--- config.mk ---
export PLATFORM = sky130hd
export DESIGN_NAME = alu_cmd_parser
export DESIGN_NICKNAME = d
export VERILOG_FILES = /design/src/rtl/alu_cmd_parser.sv
export SDC_FILE = /design/constraint.sdc
export NUM_CORES = 1
export LEC_CHECK = 0
export ABC_AREA = 1
export CAP_MARGIN = 10
export CORE_ASPECT_RATIO = 2
export CORE_MARGIN = 2
export CORE_UTILIZATION = 50
export DETAILED_ROUTE_END_ITERATION = 6
export PLACE_DENSITY_LB_ADDON = 0.12
export SKIP_CTS_REPAIR_TIMING = 1
export SLEW_MARGIN = 20
export SYNTH_ARGS = -nofsm -noshare
export SYNTH_HDL_FRONTEND = slang
export SYNTH_SLANG_ARGS = --single-unit
--- constraint.sdc ---
create_clock -name aclk_i -period 2 [get_ports aclk_i]
set_clock_uncertainty 0.05 [all_clocks]
set_input_delay 0.4 -clock aclk_i [delete_from_list [all_inputs] [get_ports aclk_i]]
set_output_delay 0.4 -clock aclk_i [all_outputs]
set_load 0.02 [all_outputs]
--- src/rtl/alu_cmd_parser.sv ---
// Header parser between the UART receiver and the ALU: strips the 4-byte header, forwards the
// payload as AXI-stream beats, drops bad lengths and aborts packets that stall mid-stream.
module alu_cmd_parser #(
    parameter int unsigned MAX_LEN        = 1024,
    parameter int unsigned TIMEOUT_CYCLES = 100000,
    parameter int unsigned LEN_W          = 16
) (
    input  logic        aclk_i,
    input  logic        rst_i,
    input  logic [7:0]  s_axis_tdata_i,
    input  logic        s_axis_tvalid_i,
    output logic        s_axis_tready_o,
    output logic [7:0]  m_axis_tdata_o,
    output logic        m_axis_tvalid_o,
    input  logic        m_axis_tready_i,
    output logic        m_axis_tlast_o,
    output logic [8:0]  m_axis_tuser_o,
    output logic        err_len_o,
    output logic        err_timeout_o,
    output logic [15:0] pkt_count_o
);

    localparam int unsigned TmoW = $clog2(TIMEOUT_CYCLES + 1);

    typedef enum logic [2:0] {
        StOpcode, StRsvd, StLenLo, StLenHi, StPayload, StDrop, StAbort
    } state_e;

    state_e            state_q, state_d;
    logic [7:0]        opcode_q, opcode_d;
    logic [7:0]        len_lo_q, len_lo_d;
    logic [LEN_W-1:0]  cnt_q, cnt_d;
    logic [TmoW-1:0]   tmo_q, tmo_d;
    logic [7:0]        tdata_q, tdata_d;
    logic              tvalid_q, tvalid_d;
    logic              tlast_q, tlast_d;
    logic [8:0]        tuser_q, tuser_d;
    logic              err_len_q, err_len_d;
    logic              err_timeout_q, err_timeout_d;
    logic [15:0]       pkt_count_q, pkt_count_d;
    // Holds tready low for the first cycle out of reset so every output reads 0 then.
    logic              rdy_en_q;

    logic             out_free;
    logic             s_ready;
    logic             in_fire;
    logic             tmo_clr;
    logic             tmo_inc;
    logic             tmo_hit;
    logic [LEN_W-1:0] len_full;

    always_comb begin
        state_d       = state_q;
        opcode_d      = opcode_q;
        len_lo_d      = len_lo_q;
        cnt_d         = cnt_q;
        tmo_d         = tmo_q;
        tdata_d       = tdata_q;
        tvalid_d      = tvalid_q && !m_axis_tready_i;
        tlast_d       = tlast_q;
        tuser_d       = tuser_q;
        err_len_d     = 1'b0;
        err_timeout_d = 1'b0;
        pkt_count_d   = pkt_count_q;
        tmo_hit       = 1'b0;

        out_free = !tvalid_q || m_axis_tready_i;
        len_full = LEN_W'({s_axis_tdata_i, len_lo_q});

        unique case (state_q)
            StPayload: s_ready = out_free;
            StAbort:   s_ready = 1'b0;
            default:   s_ready = 1'b1;
        endcase
        s_ready = s_ready && rdy_en_q;
        in_fire = s_axis_tvalid_i && s_ready;

        // Backpressure from the ALU never counts toward the timeout.
        tmo_clr = in_fire || (state_q == StOpcode) || (state_q == StAbort);
        tmo_inc = (state_q != StPayload) || !s_axis_tvalid_i;
        if (tmo_clr) begin
            tmo_d = '0;
        end else if (tmo_inc) begin
            if (tmo_q == TmoW'(TIMEOUT_CYCLES - 1)) begin
                tmo_hit = 1'b1;
                tmo_d   = '0;
            end else begin
                tmo_d = tmo_q + 1'b1;
            end
        end

        unique case (state_q)
            StOpcode: begin
                if (in_fire) begin
                    opcode_d = s_axis_tdata_i;
                    state_d  = StRsvd;
                end
            end
            StRsvd: begin
                if (in_fire) state_d = StLenLo;
            end
            StLenLo: begin
                if (in_fire) begin
                    len_lo_d = s_axis_tdata_i;
                    state_d  = StLenHi;
                end
            end
            StLenHi: begin
                if (in_fire) begin
                    cnt_d = len_full - LEN_W'(4);
                    if (len_full > LEN_W'(MAX_LEN)) begin
                        err_len_d = 1'b1;
                        state_d   = StDrop;
                    end else if (len_full <= LEN_W'(4)) begin
                        err_len_d = 1'b1;
                        state_d   = StOpcode;
                    end else begin
                        state_d = StPayload;
                    end
                end
            end
            StPayload: begin
                if (in_fire) begin
                    tdata_d  = s_axis_tdata_i;
                    tvalid_d = 1'b1;
                    tlast_d  = (cnt_q == LEN_W'(1));
                    tuser_d  = {1'b0, opcode_q};
                    cnt_d    = cnt_q - 1'b1;
                    if (cnt_q == LEN_W'(1)) begin
                        state_d     = StOpcode;
                        pkt_count_d = pkt_count_q + 16'd1;
                    end
                end
            end
            StDrop: begin
                if (in_fire) begin
                    cnt_d = cnt_q - 1'b1;
                    if (cnt_q == LEN_W'(1)) state_d = StOpcode;
                end
            end
            StAbort: begin
                if (out_free) begin
                    tdata_d  = 8'h00;
                    tvalid_d = 1'b1;
                    tlast_d  = 1'b1;
                    tuser_d  = {1'b1, opcode_q};
                    state_d  = StOpcode;
                end
            end
            default: state_d = StOpcode;
        endcase

        // A timeout can only fire on a cycle with no consumed byte, so it never races in_fire.
        if (tmo_hit) begin
            err_timeout_d = 1'b1;
            state_d       = (state_q == StPayload) ? StAbort : StOpcode;
        end
    end

    always_ff @(posedge aclk_i) begin
        if (rst_i) begin
            state_q       <= StOpcode;
            opcode_q      <= '0;
            len_lo_q      <= '0;
            cnt_q         <= '0;
            tmo_q         <= '0;
            tdata_q       <= '0;
            tvalid_q      <= 1'b0;
            tlast_q       <= 1'b0;
            tuser_q       <= '0;
            err_len_q     <= 1'b0;
            err_timeout_q <= 1'b0;
            pkt_count_q   <= '0;
            rdy_en_q      <= 1'b0;
        end else begin
            state_q       <= state_d;
            opcode_q      <= opcode_d;
            len_lo_q      <= len_lo_d;
            cnt_q         <= cnt_d;
            tmo_q         <= tmo_d;
            tdata_q       <= tdata_d;
            tvalid_q      <= tvalid_d;
            tlast_q       <= tlast_d;
            tuser_q       <= tuser_d;
            err_len_q     <= err_len_d;
            err_timeout_q <= err_timeout_d;
            pkt_count_q   <= pkt_count_d;
            rdy_en_q      <= 1'b1;
        end
    end

    assign s_axis_tready_o = s_ready;
    assign m_axis_tdata_o  = tdata_q;
    assign m_axis_tvalid_o = tvalid_q;
    assign m_axis_tlast_o  = tlast_q;
    assign m_axis_tuser_o  = tuser_q;
    assign err_len_o       = err_len_q;
    assign err_timeout_o   = err_timeout_q;
    assign pkt_count_o     = pkt_count_q;

endmodule

# == After elaboration in Yosys (flattened, before gate mapping) ==
# Index checks and enable logic that the tools add are counted.
# totals
register_bits,90
input_bits,12
out_inout_bits,38
elab_cells,99
# op_classes
add_sub_neg,4
n_lt_le_gt_ge,2
n_eq_ne,20
n_mux,36
n_bitwise,2
n_reduce_logical,22
# op_table
op,count
$mux W3,11
$mux W16,2
$pmux W16 S2,1
$mux W9,2
$ne A3 B3 Y1 const B,6
$pmux W3 S6,1
$pmux W9 S2,1
$add A17 B1 Y17 const B,1
$eq A17 B17 Y1 const B,1
$mux W17,1
$add A16 B1 Y16 const B,1
$eq A16 B1 Y1 const B,1
$gt A16 B11 Y1 const B,1
$le A16 B3 Y1 const B,1
$mux W8,2
$pmux W8 S2,1
$sub A16 B1 Y16 const B,1
$sub A16 B3 Y16 const B,1
$mux W1,11
$eq A3 B3 Y1 const B,3
$reduce_and A3 Y1,3
$reduce_and A7 Y1,1
$eq A3 B2 Y1 const B,2
$ne A2 B2 Y1 const B,3
13 further kinds,27

# == Depth between registers and ports, before layout ==
# Gate-level depths: netlist of the first run.
# depth
ltp_word,10
mapped_depth,12
ltp_nobuf,12

# == Least setup slack after synthesis of the first run ==
# OpenSTA, ideal clock, no wires.
# synth_timing
kind,reg2reg
startpoint,register tmo_q[0]
endpoint,register state_q[2]
setup_ns,0.113
arrival_time_ns,1.522
required_time_ns,1.837
slack_ns,0.315
stages_incl_launch_ff,11
n_path_buf,0
period_less_slack_ns,1.685
path_cell_list,dfxtp_1 > ha_1 > nand3_1 > nor2_1 > nand3_1 > nor2_2 > nand2_4 > nand2_1 > inv_1 > nor2_1 > nor2_1
# synth_via
elab_chain_cells,6
word_cells_on_any_way,13
cone_classes,eq/ne: 8; mux: 4; reduce/logical: 1
# synth_rtl
item,line_no,source
"start, declared",33,"logic [TmoW-1:0] tmo_q, tmo_d;"
"start signal, assigned",180,tmo_q <= tmo_d;
$eq A17 B17 Y1 (*),84,if (tmo_q == TmoW'(TIMEOUT_CYCLES - 1)) begin
$mux W1 (*),84,
$mux W1 (*),83,end else if (tmo_inc) begin
$mux W1 (*),81,if (tmo_clr) begin
$ne A3 B3 Y1 (no source line) or $ne A3 B1 Y1 (tied branches),-,
$reduce_and A7 Y1 (no source line),-,
"end signal, assigned",162,state_q <= StOpcode;
"end signal, assigned",176,state_q <= state_d;
"end, declared",29,"state_e state_q, state_d;"
# Every way passes the cells marked *; elsewhere a longest branch is shown, timed or not.
# A chain may end at the register's enable or synchronous reset.

# == Worst setup path after layout of the first run ==
# layout_timing
startpoint,input m_axis_tready_i
endpoint,output s_axis_tready_o
# layout_via
elab_chain_cells,3
# layout_rtl
item,line_no,source
"start, declared",15,"input logic m_axis_tready_i,"
$logic_or A1 B1 Y1,67,out_free = !tvalid_q || m_axis_tready_i;
$pmux W1 S2,70,unique case (state_q)
$logic_and A1 B1 Y1,75,s_ready = s_ready && rdy_en_q;
"end, declared",12,"output logic s_axis_tready_o,"
# No other way between the ends.

==> out/qor.csv, run 1 <==
metric,value,unit
drc,0,
cts.sinks,90,
grt_pass1_vias,4952,
syn-cell-area,4730,um2
gp_congestion,0.998,
synthesis.nets,718,
seq_power_share,40.4,%
grt.total_usage,27.1,%
synth.area.top_cells,"dfxtp_1 38%, nand2_1 12%, a21oi_1 8.2%",
core-area,9260,um2
insertedDiodeCount,0,
synth_cell_types,40,
grt_antenna_before_repair,0,
ys_seq_elements,90,
rows,50,
ir_worst_vdd,573,uV
worst-slew-pin-transition,0.473,ns
cp.required,1.55,ns
setup_ws,0.110,ns
period_needed,1.89,ns
drv_slew,0,
drtIter0Drc,137,
period_share,94.5,%
startpoint_type,primary input,
yosysWarnings,0,
power_frac_comb,20.5,%
max_freq,0.529,GHz
die_area,10300,um2
areaGrowthSynthToFinish,28.8,%
criticalPathCategory,in2out,
synth_flop_cell,dfxtp_1,
grt_max_degree,21,
drt_first_pass_iters,4,
leakage,2.47,nW
synth-seq-area-share,38.1,%
avgViaCountPerCell,5.33,
max-slew-margin-rel,68.2,%
num_io_pins,50,
dp_slack,-0.286,ns
power,4.74,mW
synthCells,700,
worstPathArrival,1.44,ns
portBuffers,49,
p_switching,1.39,mW
clockBufferDepth,2,
finalSetupViolations,0,
synth_edf_count,0,
ctsRootBufferMaster,clkbuf_16,
die_w,72.7,um
routed-via-count,4849,
yosys-top-cells-count,"145 x nand2_1, 90 x dfxtp_1, 90 x nor2_1, 77 x a21oi_1, 74 x inv_1",
wirelength,12.9,mm
place_area,5730,um2
nets,819,
detailed_place_hpwl,10.2,mm
crit_fanout,3,
hold_class,reg2reg,
hold_violations,0,
swShare,29.3,%
synth_largest_area_cell,dfxtp_1,
synth_top_area_share,38.1,%
yosysMostFrequentCell,nand2_1,
syn_area_per_cell,6.75,um2
grt.overflow.total,0,
cts_made_buffers,9,
p_per_area,778,nW/um2
worstSkewPairLatency,0.34,ns
cts_tree,yes,
cts_htree_levels,3,
clkPwrFrac,39.1,%
async_flop_share,0,%
final_area,6090,um2
start_util,51.0,%
routedWlPerCell,14.2,um
die_y,141,um
ant_nets,0,
clk_pin_slew,0.07,ns
internal-power,3.35,mW
drv_cap,0,
worstSetupEndpointType,primary output,
status,finished clean,
grt_pass1_wl,22.0,mm
layout-drive-gt1-share,13.4,%
-- placed cells by master (no fill, tap or decap), drive strengths merged, types with 9 or more instances in the layout --
cell	instances
nand2	153
nor2	98
dfxtp	90
inv	83
a21oi	78
buf	60
o21ai	50
clkdlybuf4s50	48
nand3	48
nor3	26
xor2	11
nand4	10
clkbuf	9
-- kinds of logic after synthesis --
| group | after synthesis | share of synthesized area (%) |
|---|---|---|
| and+or+nand+nor | 347 | 33.5 |
| AOI/OAI and AO/OA | 141 | 15.6 |
| buffers and inverters | 101 | 8.42 |
| DFF | 90 | 38.1 |
| xor gates and xnor gates | 15 | 2.78 |
| adders and majority gates | 6 | 1.59 |
-- sequential cells by signal, indices dropped and copies added, names as in the netlist --
signal,count
tmo_q,17
rdy_en_q,1
state_q,3
len_lo_q,8
err_len_o,1
opcode_q,8
err_timeout_o,1
pkt_count_o,16
m_axis_tlast_o,1
m_axis_tvalid_o,1
m_axis_tdata_o,8
cnt_q,16
m_axis_tuser_o,9
-- path summary, 6_finish.rpt --
path / start / end / slack [ns] / depth (start not counted)
hold / removal: tmo_q[16]$_SDFFE_PP0N_ / tmo_q[16]$_SDFFE_PP0N_ / 0.41 / 1
setup reg to reg: tmo_q[0]$_SDFFE_PP0N_ / state_q[1]$_SDFFE_PP0P_ / 0.16 / 10
hold reg to reg: tmo_q[16]$_SDFFE_PP0N_ / tmo_q[16]$_SDFFE_PP0N_ / 0.41 / 1
setup / recovery: m_axis_tready_i / s_axis_tready_o / 0.11 / 6
-- power by group through the flow --
| stage | combinational, mW | sequential (mW) | clock [mW] |
|---|---|---|---|
| final | 0.969 | 1.92 | 1.85 |
| after global routing | 1.08 | 1.92 | 1.96 |
| after CTS | 0.956 | 1.91 | 1.89 |
| after detailed placement | 0.948 | 1.95 | 0 |
| after global placement | 0.931 | 1.95 | 0 |
| after floorplan | 0.582 | 1.96 | 0 |
-- cell type report --
class | instances | area (um2)
clock buffers | 9 | 225
clock inverters | 7 | 101
fillers | 846 | 3170
inverters | 82 | 308
multi-input cells | 509 | 2550
flip-flops and latches | 90 | 1800
well taps | 104 | 130
repair buffers | 109 | 968
-- metrics by stage --
| stage | instances | hold slack, ns | util [%] | setup TNS (ns) |
|---|---|---|---|---|
| global placement | 894 | 0.399 | 61.9 | -4.48 |
| CTS | 910 | 0.410 | 65.4 | -0.242 |
| finish | 910 | 0.408 | 65.7 | 0 |
| global route | 910 | 0.430 | 65.7 | -0.000692 |
| detailed placement | 894 | 0.399 | 61.9 | -7.53 |
| floorplan | 700 | 0.372 | - | 0 |
-- routing by layer --
layer	GRT usage [%]	wire [um]	part of all wire [%]
met1	25.7	4650	36
met2	50.7	7190	56
met3	4.83	323	2.5
met4	17.6	764	5.9
met5	0	0	0
-- critical path, cell delays in order --
cell and delay [ns]:
clkdlybuf4s50_1 0.40, nor2_1 0.20, nand3_2 0.11, nand2_2 0.10, inv_2 0.04, dlymetal6s2s_1 0.19
No activity file was read; power rests on OpenSTA's default activity.
==> run 2, diff against run 1 <==
Settings changed: CAP_MARGIN 10 to 20.
==> results of run 2 <==
No change in the layout: final DEF, timing and power equal those of run 1.
==> run 3, diff against run 2 <==
Settings changed: REMOVE_ABC_BUFFERS set to 1, SETUP_SLACK_MARGIN set to 0.1.
==> out/qor.csv, run 3 (synthesized netlist as in run 1, its figures left out) <==
metric,value,unit,change
layout-drive-gt1-share,14.1,%,+0.69 points
met1_length,4.76,mm,+2.3%
placed_cells,889,,-0.56%
grt_antenna_before_repair,0,,unchanged
path_delay_family,flip-flops,,
drv_cap,0,,unchanged
hold_class,reg2reg,,
top_register,tmo_q,,
internal-power,3.36,mW,+0.49%
finalSetupViolations,0,,unchanged
ant_nets,0,,unchanged
crit_chain,"nand2_1, nor2_4, nor2_4, nand2_2, inv_2, dlymetal6s2s_1",,
power_frac_comb,20.7,%,+0.2 points
gp_congestion,0.935,,-6.4%
criticalPathCategory,reg2out,,
num_io_pins,50,,unchanged
p_per_area,775,nW/um2,-0.42%
status,finished clean,,
seq_power_share,40.5,%,about the same
startpoint_type,flop,,
portBuffers,49,,unchanged
clkPwrFrac,38.8,%,-0.3 points
wl_met3,382,um,+18%
avgViaCountPerCell,5.49,,+3.1%
clockBufferDepth,2,,unchanged
worstPathArrival,1.42,ns,-0.02 ns
grt_pass1_wl,21.7,mm,-1.3%
die_area,10300,um2,unchanged
cp.required,1.55,ns,about the same
period_needed,1.87,ns,-0.0209 ns
layout_common_cells,"145 x nand2_1, 88 x dfxtp_1, 85 x nor2_1",,
power,4.74,mW,about the same
grt_max_degree,43,,+100%
start_util,51.0,%,unchanged
core-area,9260,um2,unchanged
grt.total_usage,27.0,%,-0.13 points
met2_length,7.59,mm,+5.5%
drc,0,,unchanged
finalSetupTns,0,ns,unchanged
largest_reg_flops,17,,unchanged
cts_tree,yes,,
cts_htree_levels,3,,unchanged
wirelength,13.3,mm,+2.8%
drv_slew,0,,unchanged
routedWlPerCell,14.7,um,+3.3%
die_w,72.7,um,unchanged
rsz0062_at_grt,yes,,
max-slew-margin-rel,65.8,%,-2.5 points
grt_pass1_vias,4781,,-3.5%
cts.sinks,90,,unchanged
fillers,835,,-1.3%
period_share,93.5,%,-1.0 points
rows,50,,unchanged
cts_made_buffers,9,,unchanged
die_y,141,um,unchanged
critPathBufInv,2,,-1
top_layer,met4,,
hold_depth,1,,unchanged
ff2ff_path_depth,8,,-2
ctsRootBufferMaster,clkbuf_16,,
cp_slowest_cell,dfxtp_1,,
hold_violations,0,,unchanged
final_common_cell,nand2_1,,
clk_pin_slew,0.06,ns,about the same
worstSetupEndpointType,primary output,,
drtIter0Drc,282,,+110%
cp.depth,6,,unchanged
p_switching,1.37,mW,-1.0%
worst-slew-pin-transition,0.509,ns,+0.0362 ns
nets,815,,-0.49%
worstSkewPairLatency,0.35,ns,about the same
leakage,2.51,nW,+1.7%
insertedDiodeCount,0,,unchanged
cpMostUsedCell,nor2_4,,
crit_fanout,5,,+2
grt.overflow.total,0,,unchanged
drt_first_pass_iters,5,,+1
swShare,29.0,%,-0.31 points
areaGrowthSynthToFinish,29.4,%,
ir_worst_vdd,486,uV,-15%
detailed_place_hpwl,10.3,mm,+1.4%
routed-via-count,4978,,+2.7%
stdcell_count,906,,-0.44%
slowest_delay,0.43,ns,+0.03 ns
max_freq,0.535,GHz,+1.1%
run 3: changes by cell type in the layout (fill, tap and decap cells not counted), sizes merged:
cell           before  now
buf                60   56
dlymetal6s2s        1    4
clkdlybuf4s50      48   45
clkbuf              9   11
inv                83   81
run 3: per-layer routing:
layer / vias up / GRT usage [%]
met5: - / 0
met4: 0 / 14.2
met3: 41 / 3.13
met2: 127 / 52.6
met1: 2322 / 26.1
li1: 2488 / -
run 3: path summary, 6_finish.rpt:
check | start | endpoint | slack [ns]
max | state_q[1]$_SDFFE_PP0P_ | s_axis_tready_o | 0.13
min | tmo_q[16]$_SDFFE_PP0N_ | tmo_q[16]$_SDFFE_PP0N_ | 0.40
max reg2reg | cnt_q[13]$_SDFFE_PP0P_ | pkt_count_o[4]$_SDFFE_PP0P_ | 0.15
min reg2reg | tmo_q[16]$_SDFFE_PP0N_ | tmo_q[16]$_SDFFE_PP0N_ | 0.40
run 3: area by class of cell:
type	count	area, um2	area share (%)
Multi-Input combinational cell	509	2580	42.3
Sequential cell	90	1800	29.5
Timing Repair Buffer	105	966	15.8
Inverter	82	310	5.07
Clock buffer	11	243	3.97
Tap cell	104	130	2.13
Clock inverter	5	77.6	1.27
run 3: per-stage QoR:
stage | cell area (um2) | utilization [%] | hold WS (ns) | worst slack [ns]
6_report | 6120 | 66.1 | 0.404 | 0.131
3_5_place_dp | 5710 | 61.6 | 0.399 | -0.245
5_1_grt | 6120 | 66.1 | 0.418 | 0.0431
4_1_cts | 6030 | 65.1 | 0.410 | -0.245
3_3_place_gp | 5710 | 61.6 | 0.390 | -0.239
2_1_floorplan | 4640 | - | 0.372 | 0.0178
run 3: power by group through the flow:
stage / combinational, mW / sequential [mW] / clock (mW)
floorplan: 0.553 / 1.96 / 0
global route: 1.08 / 1.93 / 1.95
detailed placement: 0.945 / 1.95 / 0
finish: 0.980 / 1.92 / 1.84
global placement: 0.927 / 1.95 / 0
CTS: 0.950 / 1.91 / 1.85
